==> src/rtl/vga_gain_decode_pkg.sv <==
// vga_gain_pkg: shared FSM state type, default widths and counter-width helper
package vga_gain_pkg;
   typedef enum logic [1:0] {IDLE, SETTLE, PRESENT, HOLD} state_e;
   localparam int THERM_W_DEF  = 6;
   localparam int OUTPUT_W_DEF = 3;
   function automatic int stab_cnt_width(input int stable_cycles);
      return $clog2(stable_cycles + 1);
   endfunction
endpackage

==> src/rtl/vga_gain_decode_if.sv <==
// vga_gain_decode_if: thermometer sample input, level handshake and bubble status
interface vga_gain_decode_if #(
   parameter int THERM_WIDTH   = 6,
   parameter int OUTPUT_WIDTH  = 3,
   parameter int ERR_CNT_WIDTH = 8
);
   logic [THERM_WIDTH-1:0]   vga_control_in;
   logic                     in_valid;
   logic [OUTPUT_WIDTH-1:0]  level_out;
   logic                     level_valid;
   logic                     level_ready;
   logic                     bubble_err;
   logic                     err_clear;
   logic [ERR_CNT_WIDTH-1:0] bubble_cnt;
   modport master (
      output vga_control_in, in_valid, level_ready, err_clear,
      input  level_out, level_valid, bubble_err, bubble_cnt
   );
   modport slave (
      input  vga_control_in, in_valid, level_ready, err_clear,
      output level_out, level_valid, bubble_err, bubble_cnt
   );
endinterface

==> src/rtl/vga_gain_decode_therm_to_bin.sv <==
// therm_to_bin: combinational thermometer legality check and popcount level
module therm_to_bin
   import vga_gain_pkg::*;
#(
   parameter int THERM_WIDTH  = THERM_W_DEF,
   parameter int OUTPUT_WIDTH = OUTPUT_W_DEF
) (
   input  logic [THERM_WIDTH-1:0]  code,
   output logic                    legal,
   output logic [OUTPUT_WIDTH-1:0] level
);
   logic [THERM_WIDTH-1:0] code_inc;
   // a legal LSB-filled code plus one carries through every set bit, leaving no overlap
   assign code_inc = code + THERM_WIDTH'(1);
   assign legal    = (code & code_inc) == '0;
   always_comb begin
      level = '0;
      for (int i = 0; i < THERM_WIDTH; i++) level = level + OUTPUT_WIDTH'(code[i]);
   end
endmodule

==> src/rtl/vga_gain_decode.sv <==
// vga_gain_decode: recovers a stable binary gain level from the thermometer word
// and delivers each new level once over a valid/ready handshake.
module vga_gain_decode
   import vga_gain_pkg::*;
#(
   parameter int THERM_WIDTH   = THERM_W_DEF,
   parameter int OUTPUT_WIDTH  = OUTPUT_W_DEF,
   parameter int STABLE_CYCLES = 4,
   parameter int ERR_CNT_WIDTH = 8
) (
   input logic               clk,
   input logic               rst,
   input logic               gnd,
   vga_gain_decode_if.slave  bus
);
   localparam int CW = stab_cnt_width(STABLE_CYCLES);
   state_e                   state_q, state_d;
   logic [OUTPUT_WIDTH-1:0]  cand_q, cand_d, last_q, last_d, level_out_q, level_out_d, lvl;
   logic [CW-1:0]            cnt_q, cnt_d, cnt_inc;
   logic                     level_valid_q, level_valid_d, bubble_err_q, bubble_err_d;
   logic [ERR_CNT_WIDTH-1:0] bubble_cnt_q, bubble_cnt_d;
   logic                     legal, sample, bubble, unused_gnd;
   assign unused_gnd = gnd;
   therm_to_bin #(.THERM_WIDTH(THERM_WIDTH), .OUTPUT_WIDTH(OUTPUT_WIDTH)) u_dec (
      .code (bus.vga_control_in),
      .legal(legal),
      .level(lvl)
   );
   assign sample  = bus.in_valid & legal;
   assign bubble  = bus.in_valid & ~legal;
   assign cnt_inc = cnt_q + CW'(1);
   always_comb begin
      state_d       = state_q;
      cand_d        = cand_q;
      cnt_d         = cnt_q;
      last_d        = last_q;
      level_out_d   = level_out_q;
      level_valid_d = level_valid_q;
      bubble_err_d  = bubble ? 1'b1 : bus.err_clear ? 1'b0 : bubble_err_q;
      bubble_cnt_d  = (bubble && bubble_cnt_q != '1) ? bubble_cnt_q + ERR_CNT_WIDTH'(1) : bubble_cnt_q;
      case (state_q)
         IDLE, HOLD: begin
            // HOLD suppresses re-delivery of the level already handed downstream
            if (sample && (state_q == IDLE || lvl != last_q)) begin
               cand_d = lvl;
               cnt_d  = CW'(1);
               if (STABLE_CYCLES == 1) begin
                  state_d       = PRESENT;
                  level_out_d   = lvl;
                  level_valid_d = 1'b1;
               end else begin
                  state_d = SETTLE;
               end
            end
         end
         SETTLE: begin
            if (bubble) begin
               cnt_d   = '0;
               state_d = IDLE;
            end else if (sample && lvl != cand_q) begin
               cand_d = lvl;
               cnt_d  = CW'(1);
            end else if (sample) begin
               cnt_d = cnt_inc;
               if (cnt_inc == CW'(STABLE_CYCLES)) begin
                  state_d       = PRESENT;
                  level_out_d   = cand_q;
                  level_valid_d = 1'b1;
               end
            end
         end
         PRESENT: begin
            if (level_valid_q && bus.level_ready) begin
               last_d        = cand_q;
               level_valid_d = 1'b0;
               state_d       = HOLD;
            end
         end
         default: state_d = IDLE;
      endcase
   end
   always_ff @(posedge clk or negedge rst) begin
      if (!rst) begin
         state_q       <= IDLE;
         cand_q        <= '0;
         cnt_q         <= '0;
         last_q        <= '0;
         level_out_q   <= '0;
         level_valid_q <= 1'b0;
         bubble_err_q  <= 1'b0;
         bubble_cnt_q  <= '0;
      end else begin
         state_q       <= state_d;
         cand_q        <= cand_d;
         cnt_q         <= cnt_d;
         last_q        <= last_d;
         level_out_q   <= level_out_d;
         level_valid_q <= level_valid_d;
         bubble_err_q  <= bubble_err_d;
         bubble_cnt_q  <= bubble_cnt_d;
      end
   end
   assign bus.level_out   = level_out_q;
   assign bus.level_valid = level_valid_q;
   assign bus.bubble_err  = bubble_err_q;
   assign bus.bubble_cnt  = bubble_cnt_q;
endmodule

==> src/flat_wrapper.sv <==
// flat-port wrapper written by rule: the top's interface ports become plain ports
module vga_gain_decode_flat import vga_gain_pkg::*;
#(
   parameter int THERM_WIDTH   = THERM_W_DEF,
   parameter int OUTPUT_WIDTH  = OUTPUT_W_DEF,
   parameter int STABLE_CYCLES = 4,
   parameter int ERR_CNT_WIDTH = 8
)
  (clk, rst, gnd, bus_vga_control_in, bus_in_valid, bus_level_ready, bus_err_clear, bus_level_out, bus_level_valid, bus_bubble_err, bus_bubble_cnt);
  vga_gain_decode_if #(.THERM_WIDTH(THERM_WIDTH), .OUTPUT_WIDTH(OUTPUT_WIDTH), .ERR_CNT_WIDTH(ERR_CNT_WIDTH)) bus_i ();
  input logic clk;
  input logic rst;
  input logic gnd;
  input wire logic [$bits(bus_i.vga_control_in)-1:0] bus_vga_control_in;
  input wire logic [$bits(bus_i.in_valid)-1:0] bus_in_valid;
  input wire logic [$bits(bus_i.level_ready)-1:0] bus_level_ready;
  input wire logic [$bits(bus_i.err_clear)-1:0] bus_err_clear;
  output wire logic [$bits(bus_i.level_out)-1:0] bus_level_out;
  output wire logic [$bits(bus_i.level_valid)-1:0] bus_level_valid;
  output wire logic [$bits(bus_i.bubble_err)-1:0] bus_bubble_err;
  output wire logic [$bits(bus_i.bubble_cnt)-1:0] bus_bubble_cnt;
  assign bus_i.vga_control_in = bus_vga_control_in;
  assign bus_i.in_valid = bus_in_valid;
  assign bus_i.level_ready = bus_level_ready;
  assign bus_i.err_clear = bus_err_clear;
  assign bus_level_out = bus_i.level_out;
  assign bus_level_valid = bus_i.level_valid;
  assign bus_bubble_err = bus_i.bubble_err;
  assign bus_bubble_cnt = bus_i.bubble_cnt;
  vga_gain_decode #(.THERM_WIDTH(THERM_WIDTH), .OUTPUT_WIDTH(OUTPUT_WIDTH), .STABLE_CYCLES(STABLE_CYCLES), .ERR_CNT_WIDTH(ERR_CNT_WIDTH)) u_core (.clk(clk), .rst(rst), .gnd(gnd), .bus(bus_i));
endmodule
==> config.mk <==
export PLATFORM = sky130hd
export DESIGN_NAME = vga_gain_decode_flat
export DESIGN_NICKNAME = d
export VERILOG_FILES = /design/src/rtl/vga_gain_decode_pkg.sv /design/src/rtl/vga_gain_decode_if.sv /design/src/rtl/vga_gain_decode_therm_to_bin.sv /design/src/rtl/vga_gain_decode.sv /design/src/flat_wrapper.sv
export SDC_FILE = /design/constraint.sdc
export NUM_CORES = 1
export LEC_CHECK = 0
export CORE_UTILIZATION = 30
export DETAILED_ROUTE_END_ITERATION = 6
export PLACE_DENSITY_LB_ADDON = 0.12
export SYNTH_ARGS = -nofsm -noshare
export SYNTH_HDL_FRONTEND = slang
export SYNTH_SLANG_ARGS = --single-unit
==> constraint.sdc <==
create_clock -name clk -period 2 [get_ports clk]
set_input_delay 0.5 -clock clk [delete_from_list [all_inputs] [get_ports clk]]
set_output_delay 0.5 -clock clk [all_outputs]
set_load 0.05 [all_outputs]
==> summary.md <==
| Metric | Value |
|---|---|
| Cell Area, Synth | 1470 um^2 |
| Top post-synthesis cells by area | dfrtp_1 41%, ha_1 8.5%, mux2_2 6.1%, xnor2_1 4.8%, fa_1 4.1% |
| Seq/Total Area, Yosys | 41.0% |
| Pin count of the biggest net entering global routing | 25 |
| FMAX | 302 MHz |
| WP data required | 2.19 ns |
| CTS buffer count | 3 |
| Ant. Diodes | 0 |
| WS Path Type | input pin to flip-flop |
| Gate Count Post-Synth | 130 |
| Crit path from | bus_vga_control_in[0] |
| Final setup viols | 14 |
| Max FO, Critical Path | 3 |
| Yosys warns | 0 |
| Htree depth | 1 |
| CP dominant cell by count | inv_2 |
| Final setup slack of the worst path | -1.31 ns |
| Rows | 25 |
| HP Class | flip-flop to flip-flop |
| Max-slew violations | 0 |
| Min-delay src | u_core.bus.bubble_err |
| CTS Root Cell | clkbuf_8 |
| DR DRC count | 0 |
| Overall Power | 0.00274 W |
| Cell Chain, Critical Path | buf_6, fa_1, inv_2, fa_1, inv_2, ha_4, inv_2, fa_2, buf_6, xor2_1, nand4_1, a21boi_2, o211ai_1, mux2i_1 |
| Routability congestion estimate | 0.800 |
| Relative slew margins | 73.1% |
| GRT met3 Usage | 2.11% |
| Top cells by count, synth | 24 x dfrtp_1, 14 x inv_1, 10 x ha_1 |
| Sum of negative setup slack | -15.13 ns |
| Via count of the first global-routing pass | 1124 |
| Status | complete, but fails checks |
| CTS sink cnt | 24 |
| Die Span Y | 71.9 um |
| Initial Util | 31.0% |
| Post-synth top area cell | dfrtp_1 |
| Pleak | 0.993 nW |
| Post-synth EDFFs | 0 |
| Vias after detailed routing | 1107 |
| Register bit total from synthesis | 24 |
| Top-count cell post-synth | dfrtp_1 |
| Min Tclk post-route | 3.31 ns |
| Max VDD drop | 0.936 mV |
| Placed insts | 233 |
| Distinct cells, synth | 36 |
| Unrepaired setup endpoints after global routing | yes |
| Buf+Inv Stages, Crit Path | 5 |
| Routed Antenna Nets | 0 |
| Port Buffer Count | 23 |
| Clock buffer depth | 2 |
| Syn Nets | 155 |
| GR Util met2 | 22.7% |
| Congestion Overflow GR | 0 |
| Worst Setup Start Kind | input pin |
| Max Cap Viol | 0 |
| Gr usage total | 13.7% |
| Final worst-path cycle share | 165% |
| Crit end category | flip-flop |
| Dominant delay contributor by cell family on the critical path | adder cells |
| Pre-Repair DR Iteration Count | 4 |
| Number of I/O pins | 25 |
| Worst-Margin Slew | 0.404 ns |
| Busiest grt layer | met2 |
| Fraction of layout cells with a size suffix above 1 | 39.8% |
| First-pass GRT wire length | 5.44 mm |
| Routed vias/inst | 4.56 |
| Core area | 4720 um^2 |
| Async S/R FF share, synth | 100% |
| Layout Nets | 202 |
| Clock latency on the worst-skew pair | 0.27 ns |
| Critical Path Slowest Stage Cell | fa_2 |
| Non-filler instance count after layout | 243 |
| Met1 usage | 18.1% |
| Syn avg cell area | 11.3 um^2 |
| Clock skew | 0.00396 ns |
| Routed wire length | 3.29 mm |
| Initial drt markers | 43 |
| Arrival time at the worst endpoint | 3.50 ns |
| Max incr delay on CP | 0.57 ns |
| Die Span X | 71.9 um |
| Dpl ws | -1.94 ns |
| Pwr Density | 1310 nW/um^2 |
| Synth top area share | 41.0% |
| CTS tree | yes |
| Initial antenna violation count | 0 |
| Synth Flop Type | dfrtp_1 |
| Die Area | 5170 um^2 |
| CTS clock-pin slew for the worst setup and hold paths | 0.08 ns |
| Dpl hpwl | 2.49 mm |
| DR WL/cell | 13.5 um |
| Failing checks | negative setup slack |
| R2R Path Start | u_core.state_q[0] |
| Hold Fails Final Rpt | 0 |
| Area grow syn2layout | 42.4% |
## report_power, final
| group | internal (W) | switching (W) |
|---|---|---|
| Clock | 0.000176 | 0.000157 |
| Sequential | 0.000663 | 0.000175 |
| Combinational | 0.000707 | 0.000858 |
## state kept, by name, summed over array words and instances (netlist names)
name / count
u_core.bus.level_out: 3
u_core.last_q: 3
u_core.bus.bubble_err: 1
u_core.cand_q: 3
u_core.state_q: 2
u_core.bus.level_valid: 1
u_core.cnt_q: 3
u_core.bus.bubble_cnt: 8
## worst reg2reg max path: stages (launching register included)
cell      delay [ns]
dfrtp_1         0.39
inv_1           0.09
ha_1            0.37
nor2_1          0.12
nand4_1         0.18
a21boi_2        0.20
o211ai_1        0.18
mux2i_1         0.23
## metrics by stage
stage	hold WS, ns	utilization, %	cell area (um^2)
3_5_place_dp	0.471	39.4	1860
5_1_grt	0.526	44.2	2090
6_report	0.487	44.2	2090
2_1_floorplan	0.204	-	1480
3_3_place_gp	0.463	39.4	1860
4_1_cts	0.491	41.6	1960
## cell families (layout without fill, tap and decap cells)
| logic type | count (synthesis) | in the layout | share of synthesized area, % |
|---|---|---|---|
| flip-flops | 24 | 24 | 41.0 |
| multiplexers | 13 | 13 | 9.56 |
| buffers and inverters | 15 | 61 | 3.93 |
| AO/OA/AOI/OAI | 17 | 17 | 9.56 |
| AND/OR/NAND/NOR | 35 | 35 | 15.5 |
| XOR/XNOR | 13 | 13 | 7.77 |
| adder cells (fa/ha/maj) | 13 | 13 | 12.6 |
## cell usage in the layout (no fill, tap or decap), types with 4 or more instances in the layout
cell type and n:
ha_1 8, nand3_1 4, inv_1 11, xor2_1 4, clkbuf_8 4, nand4_1 4
mux2_2 5, xnor2_1 8, mux2i_1 4, buf_6 7, buf_4 29, nand2_1 9
dfrtp_1 24, clkdlybuf4s50_1 4
## worst paths after layout
path	endpoint	depth (start not counted)	slack, ns
max in group asynchronous	u_core.bus.bubble_cnt[2]	2	1.18
max reg2reg	u_core.state_q[0]	7	0.16
min in group asynchronous	u_core.cnt_q[2]	2	0.58
max	u_core.state_q[0]	14	-1.31
min	u_core.bus.bubble_err	1	0.49
min reg2reg	u_core.bus.bubble_err	1	0.49
## routing by layer
metal  share of wire, %  wire [um]
met1                 47       1560
met2                 47       1560
met3                3.5        116
met4                1.6         54
met5                  0          0
## timing repair
item,CTS,global route
endpoints found under the setup margin,21,14
resized for setup,26,20
pin swaps,9,11
buffers inserted,3,5
hold buffers,0,0
## area by class of cell
class,instances,area [um^2]
clock buffer,4,55.1
fill,441,2640
inverter,14,52.6
multi-input combinational,91,927
sequential,24,601
tap,67,83.8
timing repair buffer,43,368
(Power assumes the default switching activity.)
